--- config.mk ---
export PLATFORM = sky130hd
export DESIGN_NAME = apb_bus_arbiter
export DESIGN_NICKNAME = d
export VERILOG_FILES = /design/src/rtl/apb_bus_arbiter.sv
export SDC_FILE = /design/constraint.sdc
export NUM_CORES = 1
export LEC_CHECK = 0
export CORE_MARGIN = 4
export CORE_UTILIZATION = 48
export DETAILED_ROUTE_END_ITERATION = 16
export PLACE_DENSITY = 0.88
export SYNTH_ARGS = -nofsm -noshare
export SYNTH_HDL_FRONTEND = slang
export SYNTH_SLANG_ARGS = --single-unit
--- constraint.sdc ---
create_clock -name clk -period 2.4 [get_ports clk]
set_clock_uncertainty 0.05 [all_clocks]
set_input_delay 0.36 -clock clk [delete_from_list [all_inputs] [get_ports clk]]
set_output_delay 0.36 -clock clk [all_outputs]
set_load 0.005 [all_outputs]
--- src/rtl/apb_bus_arbiter.sv ---
// Two-requester round-robin arbiter in front of the APB master bus port.
// One transfer at a time. A watchdog completes stalled transfers with ERR_DATA.
module apb_bus_arbiter #(
    parameter int unsigned TIMEOUT  = 16,
    parameter logic [31:0] ERR_DATA = 32'hDEAD_BEEF
) (
    input  logic        clk,
    input  logic        reset,
    input  logic        m0_transfer,
    input  logic        m0_write,
    input  logic [31:0] m0_addr,
    input  logic [31:0] m0_wdata,
    output logic        m0_ready,
    output logic [31:0] m0_rdata,
    input  logic        m1_transfer,
    input  logic        m1_write,
    input  logic [31:0] m1_addr,
    input  logic [31:0] m1_wdata,
    output logic        m1_ready,
    output logic [31:0] m1_rdata,
    output logic        bus_transfer,
    output logic        bus_write,
    output logic [31:0] bus_addr,
    output logic [31:0] bus_wdata,
    input  logic        bus_ready,
    input  logic [31:0] bus_rdata,
    input  logic        err_clr,
    output logic        err,
    output logic        err_id
);

    localparam int unsigned CW = $clog2(TIMEOUT + 1);
    localparam logic [CW-1:0] CNT_LIMIT = CW'(TIMEOUT);

    typedef enum logic [1:0] {IDLE, ISSUE, WAIT, DONE} state_t;

    state_t        state, state_nxt;
    logic [CW-1:0] cnt;
    logic          gnt, last, win;
    logic          rd_cap, to_cap;
    logic          clr0, clr1;

    logic          v0, v1, w0, w1;
    logic [31:0]   a0, a1, d0, d1;

    always_comb begin
        state_nxt = state;
        win       = 1'b0;
        rd_cap    = 1'b0;
        to_cap    = 1'b0;
        case (state)
            IDLE: begin
                if (v0 || v1) state_nxt = ISSUE;
                // On a tie the requester that was not served last goes next
                win = (v0 && v1) ? ~last : v1;
            end
            ISSUE: begin
                if (bus_ready) begin
                    rd_cap    = 1'b1;
                    state_nxt = DONE;
                end else begin
                    state_nxt = WAIT;
                end
            end
            WAIT: begin
                if (bus_ready) begin
                    rd_cap    = 1'b1;
                    state_nxt = DONE;
                end else if (cnt == CNT_LIMIT) begin
                    to_cap    = 1'b1;
                    state_nxt = DONE;
                end
            end
            DONE:    state_nxt = IDLE;
            default: state_nxt = IDLE;
        endcase
    end

    assign bus_transfer = (state == ISSUE);
    assign m0_ready     = (state == DONE) && !gnt;
    assign m1_ready     = (state == DONE) && gnt;
    assign clr0         = m0_ready;
    assign clr1         = m1_ready;

    always_ff @(posedge clk) begin
        if (!reset) begin
            state     <= IDLE;
            cnt       <= '0;
            gnt       <= 1'b0;
            last      <= 1'b1;
            v0        <= 1'b0;
            v1        <= 1'b0;
            w0        <= 1'b0;
            w1        <= 1'b0;
            a0        <= '0;
            a1        <= '0;
            d0        <= '0;
            d1        <= '0;
            bus_write <= 1'b0;
            bus_addr  <= '0;
            bus_wdata <= '0;
            m0_rdata  <= '0;
            m1_rdata  <= '0;
            err       <= 1'b0;
            err_id    <= 1'b0;
        end else begin
            state <= state_nxt;

            // A pulse in the completion cycle refills the slot being freed
            if (m0_transfer && (!v0 || clr0)) begin
                v0 <= 1'b1;
                w0 <= m0_write;
                a0 <= m0_addr;
                d0 <= m0_wdata;
            end else if (clr0) begin
                v0 <= 1'b0;
            end
            if (m1_transfer && (!v1 || clr1)) begin
                v1 <= 1'b1;
                w1 <= m1_write;
                a1 <= m1_addr;
                d1 <= m1_wdata;
            end else if (clr1) begin
                v1 <= 1'b0;
            end

            if (state == IDLE && state_nxt == ISSUE) begin
                gnt       <= win;
                bus_write <= win ? w1 : w0;
                bus_addr  <= win ? a1 : a0;
                bus_wdata <= win ? d1 : d0;
            end

            if (state == ISSUE) begin
                cnt <= CW'(1);
            end else if (state == WAIT && cnt != '1) begin
                cnt <= cnt + CW'(1);
            end

            if (rd_cap || to_cap) begin
                if (gnt) m1_rdata <= rd_cap ? bus_rdata : ERR_DATA;
                else     m0_rdata <= rd_cap ? bus_rdata : ERR_DATA;
            end

            if (err_clr) begin
                err    <= 1'b0;
                err_id <= 1'b0;
            end else if (to_cap) begin
                err    <= 1'b1;
                err_id <= gnt;
            end

            if (state == DONE) last <= gnt;
        end
    end

endmodule

==> metrics.md <==
| Metric | Value |
|---|---|
| Status | `completed` |
| Worst setup margin | `0.105 ns` |
| Leak pwr | `5.79 nW` |
| Warnings, synthesis | `0` |
| PortBufs | `301` |
| Worst path top cell family by delay | `buffers and inverters` |
| Max_cap viols | `0` |
| FP Rows | `54` |
| Crit path max-delay cell type | `clkdlybuf4s50_1` |
| Worst vdd ir | `0.586 mV` |
| Cell Pwr Density | `991 mW/mm^2` |
| Synth Area per Inst | `8.89 um^2` |
| Clock Latency Late Sink | `0.53 ns` |
| Worst hold path type | `in -> reg` |
| Hold Slack | `0.204 ns` |
| Clock sink total | `272` |
| Vias/cell | `5.43` |
| Cts hold-fix bufs | `0` |
| Inst Count DP | `1715` |
| Comb power frac | `31.5%` |
| Final wirelength | `31.3 mm` |
| Dpl ws | `0.256 ns` |
| Worst Path Buf+Inv | `2` |
| Top Ports | `302` |
| Yosys reg bits | `272` |
| FMAX | `0.436 GHz` |
| GRT Total Usage | `23.6%` |
| Worst-path clk slew | `0.06 ns` |
| Max incr delay on CP | `0.52 ns` |
| Nets | `1640` |
| Worst hold stages | `3` |
| Sw Ratio | `30.6%` |
| Ys async rst share | `0%` |
| TritonRoute pass-1 iters | `5` |
| H-tree Lvls | `1` |
| Non-filler cells, final | `1768` |
| Post-route cell area | `0.0150 mm^2` |
| Die Height | `158 um` |
| Crit-path cells | `ha_1, nand2b_1, inv_1, clkdlybuf4s50_1` |
| Worst Hold End | `bus_addr[24]` |
| Data required, critical path | `1.99 ns` |
| First-pass GRT wire length | `48.3 mm` |
| Slew Viols, Final | `0` |
| CP Max Fanout | `6` |
| Die Area | `0.0250 mm^2` |
| Core area | `0.0220 mm^2` |
| Final Hold Vio Count | `0` |
| # DRC | `0` |
| Final Cycle Share | `95.6%` |
| Main synth FF type | `dfxtp_1` |
| Seq/Total Area, Yosys | `50.3%` |
| Share of cells above drive strength 1 | `5.33%` |
| Clock Path Buffers | `3` |
| Dpl hpwl | `20.6 mm` |
| CTS Root Cell | `clkbuf_16` |
| Commonest non-fill, non-tap cell in the layout | `clkdlybuf4s50_1` |
| Net Switching | `4.55 mW` |
| # Post-CTS Setup Buffers | `0` |
| Sequential power share | `40.1%` |
| Worst R2R Path Depth | `6` |
| Final setup vio count | `0` |
| Min-delay src | `reset` |
| Most frequent cells in the layout | `300 x clkdlybuf4s50_1, 287 x nand2_1, 269 x dfxtp_1` |
| Largest net degree at the start of global routing | `104` |
| EDFF count, synth | `0` |
| Netlist cell types | `35` |
| Starting density of the core | `49.1%` |
| Routed vias | `9609` |
| Post-Syn Area | `0.0108 mm^2` |
| Initial antenna violation count | `1` |
| Max transition margin | `48.4%` |
| Congestion Overflow GR | `0` |
| Post-Synthesis Cells | `1217` |
| Setup tns final | `0 ns` |
| R2r setup slk | `0.43 ns` |
| P_int | `10.3 mW` |
| GP Congestion | `0.825` |
| DR iter-0 viols | `669` |
| Arrival @ worst endpoint | `1.88 ns` |
| RSZ-0062 raised after global routing | `false` |
| Die extent in x | `158 um` |
| Worst r2r src | `state[0]` |
| CTS tree | `yes` |
| CP Capture Type | `output port` |
| CP Launch Type | `register` |
| Measured slew at the worst slew-check pin | `0.775 ns` |
| Drt wl/cell | `17.7 um` |
| Cts bufs inserted | `28` |
| Vias in the first global route | `9392` |
| Layout area overhead | `38.5%` |
| Dpl cell area | `0.0141 mm^2` |
| Proportion of power drawn by the clock network | `28.5%` |
| Syn_nets | `1392` |
| RR Endpoint | `d0[22]` |
| WS Path Type | `reg -> out` |
| Min Clock Period, post-route | `2.29 ns` |
| Antenna viol nets, final | `0` |
==> tightest hold or removal path: stages <==
cell and delay, ns:
buf_6 0.20, o21ai_0 0.12, a31oi_1 0.04
==> cell type report <==
class	instances	area [um^2]
Tap cell	280	350
Clock inverter	6	58.8
Timing Repair Buffer	323	3320
Sequential cell	272	5450
Inverter	8	30.0
Multi-Input combinational cell	832	4930
Fill cell	1682	7040
Clock buffer	42	835
Antenna cell	5	12.5
==> sequential cells by signal, indices dropped and copies added, names as in the netlist, 2 cells and up <==
| signal | flops |
|---|---|
| cnt | 5 |
| m0_rdata | 32 |
| d1 | 32 |
| a0 | 32 |
| bus_wdata | 32 |
| m1_rdata | 32 |
| state | 2 |
| bus_addr | 32 |
| a1 | 32 |
| d0 | 32 |
==> Yosys cell counts (2+ instances only) <==
library cell | instances | area (um^2)
xor2_1 | 2 | 17.5
nand2b_1 | 6 | 37.5
and3_1 | 3 | 18.8
a21o_1 | 2 | 15.0
o211a_1 | 24 | 240
nand4_1 | 9 | 56.3
mux2i_1 | 67 | 671
nand2_1 | 289 | 1080
a31oi_1 | 73 | 457
nand3_1 | 34 | 170
a21oi_1 | 6 | 30.0
clkbuf_1 | 71 | 267
a21boi_0 | 72 | 541
buf_4 | 7 | 52.6
buf_2 | 13 | 65.1
nor2_1 | 31 | 116
dfxtp_1 | 272 | 5450
buf_6 | 3 | 33.8
buf_1 | 11 | 41.3
inv_1 | 8 | 30.0
o21ai_0 | 67 | 335
ha_1 | 7 | 87.6
nor2b_1 | 77 | 482
a21boi_1 | 4 | 30.0
o21a_1 | 25 | 188
o31a_1 | 25 | 219
==> power by group through the flow <==
stage          registers, mW  clock network, mW  logic [mW]
6_report                5.95               4.23        4.67
5_1_grt                 6.04               4.48        5.07
4_1_cts                 5.95               4.27        4.70
3_5_place_dp            6.02                  0        4.64
3_3_place_gp            6.00                  0        4.53
2_1_floorplan           5.98                  0        2.15
==> through the flow <==
stage               util [%]  power (mW)
floorplan                  -        8.13
global placement        63.9        10.5
CTS                     68.0        14.9
detailed placement      63.9        10.7
finish                  68.0        14.9
global route            68.0        15.6
==> per-layer routing <==
layer / part of all wire [%] / wire [um] / GRT usage (%)
met3: 6.8 / 2130 / 4.95
met1: 41 / 12800 / 29.7
met4: 4.3 / 1330 / 9.79
met2: 48 / 15000 / 39.5
met5: 0 / 0 / 0
==> worst max path at each step <==
stage                    from           end  slack [ns]  cells after the start
floorplan            state[0]  m1_rdata[12]        0.57                      8
global route         state[0]      m0_ready        0.04                      4
finish               state[0]      m0_ready        0.11                      4
CTS                  state[1]      m0_ready        0.03                      4
global placement    bus_ready  m0_rdata[11]        0.29                      5
detailed placement  bus_ready  m0_rdata[11]        0.26                      5
==> cells by family (layout without fill, tap and decap cells) <==
group           after synthesis  after routing  share of synthesized area (%)
simple gates                453            453                           18.5
compound gates              302            302                           19.4
flops                       272            272                           50.3
buf+inv                     113            379                           4.52
mux                          67             67                           6.20
fa+ha+maj                     7              7                          0.809
xor+xnor                      3              3                          0.243
other cells                   0              5                              0
==> repair_timing <==
action / in CTS / in global routing
gates resized for setup: 2 / 1
gates cloned: 0 / 0
endpoints found under the setup margin: 1 / 2
(Power assumes the default switching activity.)
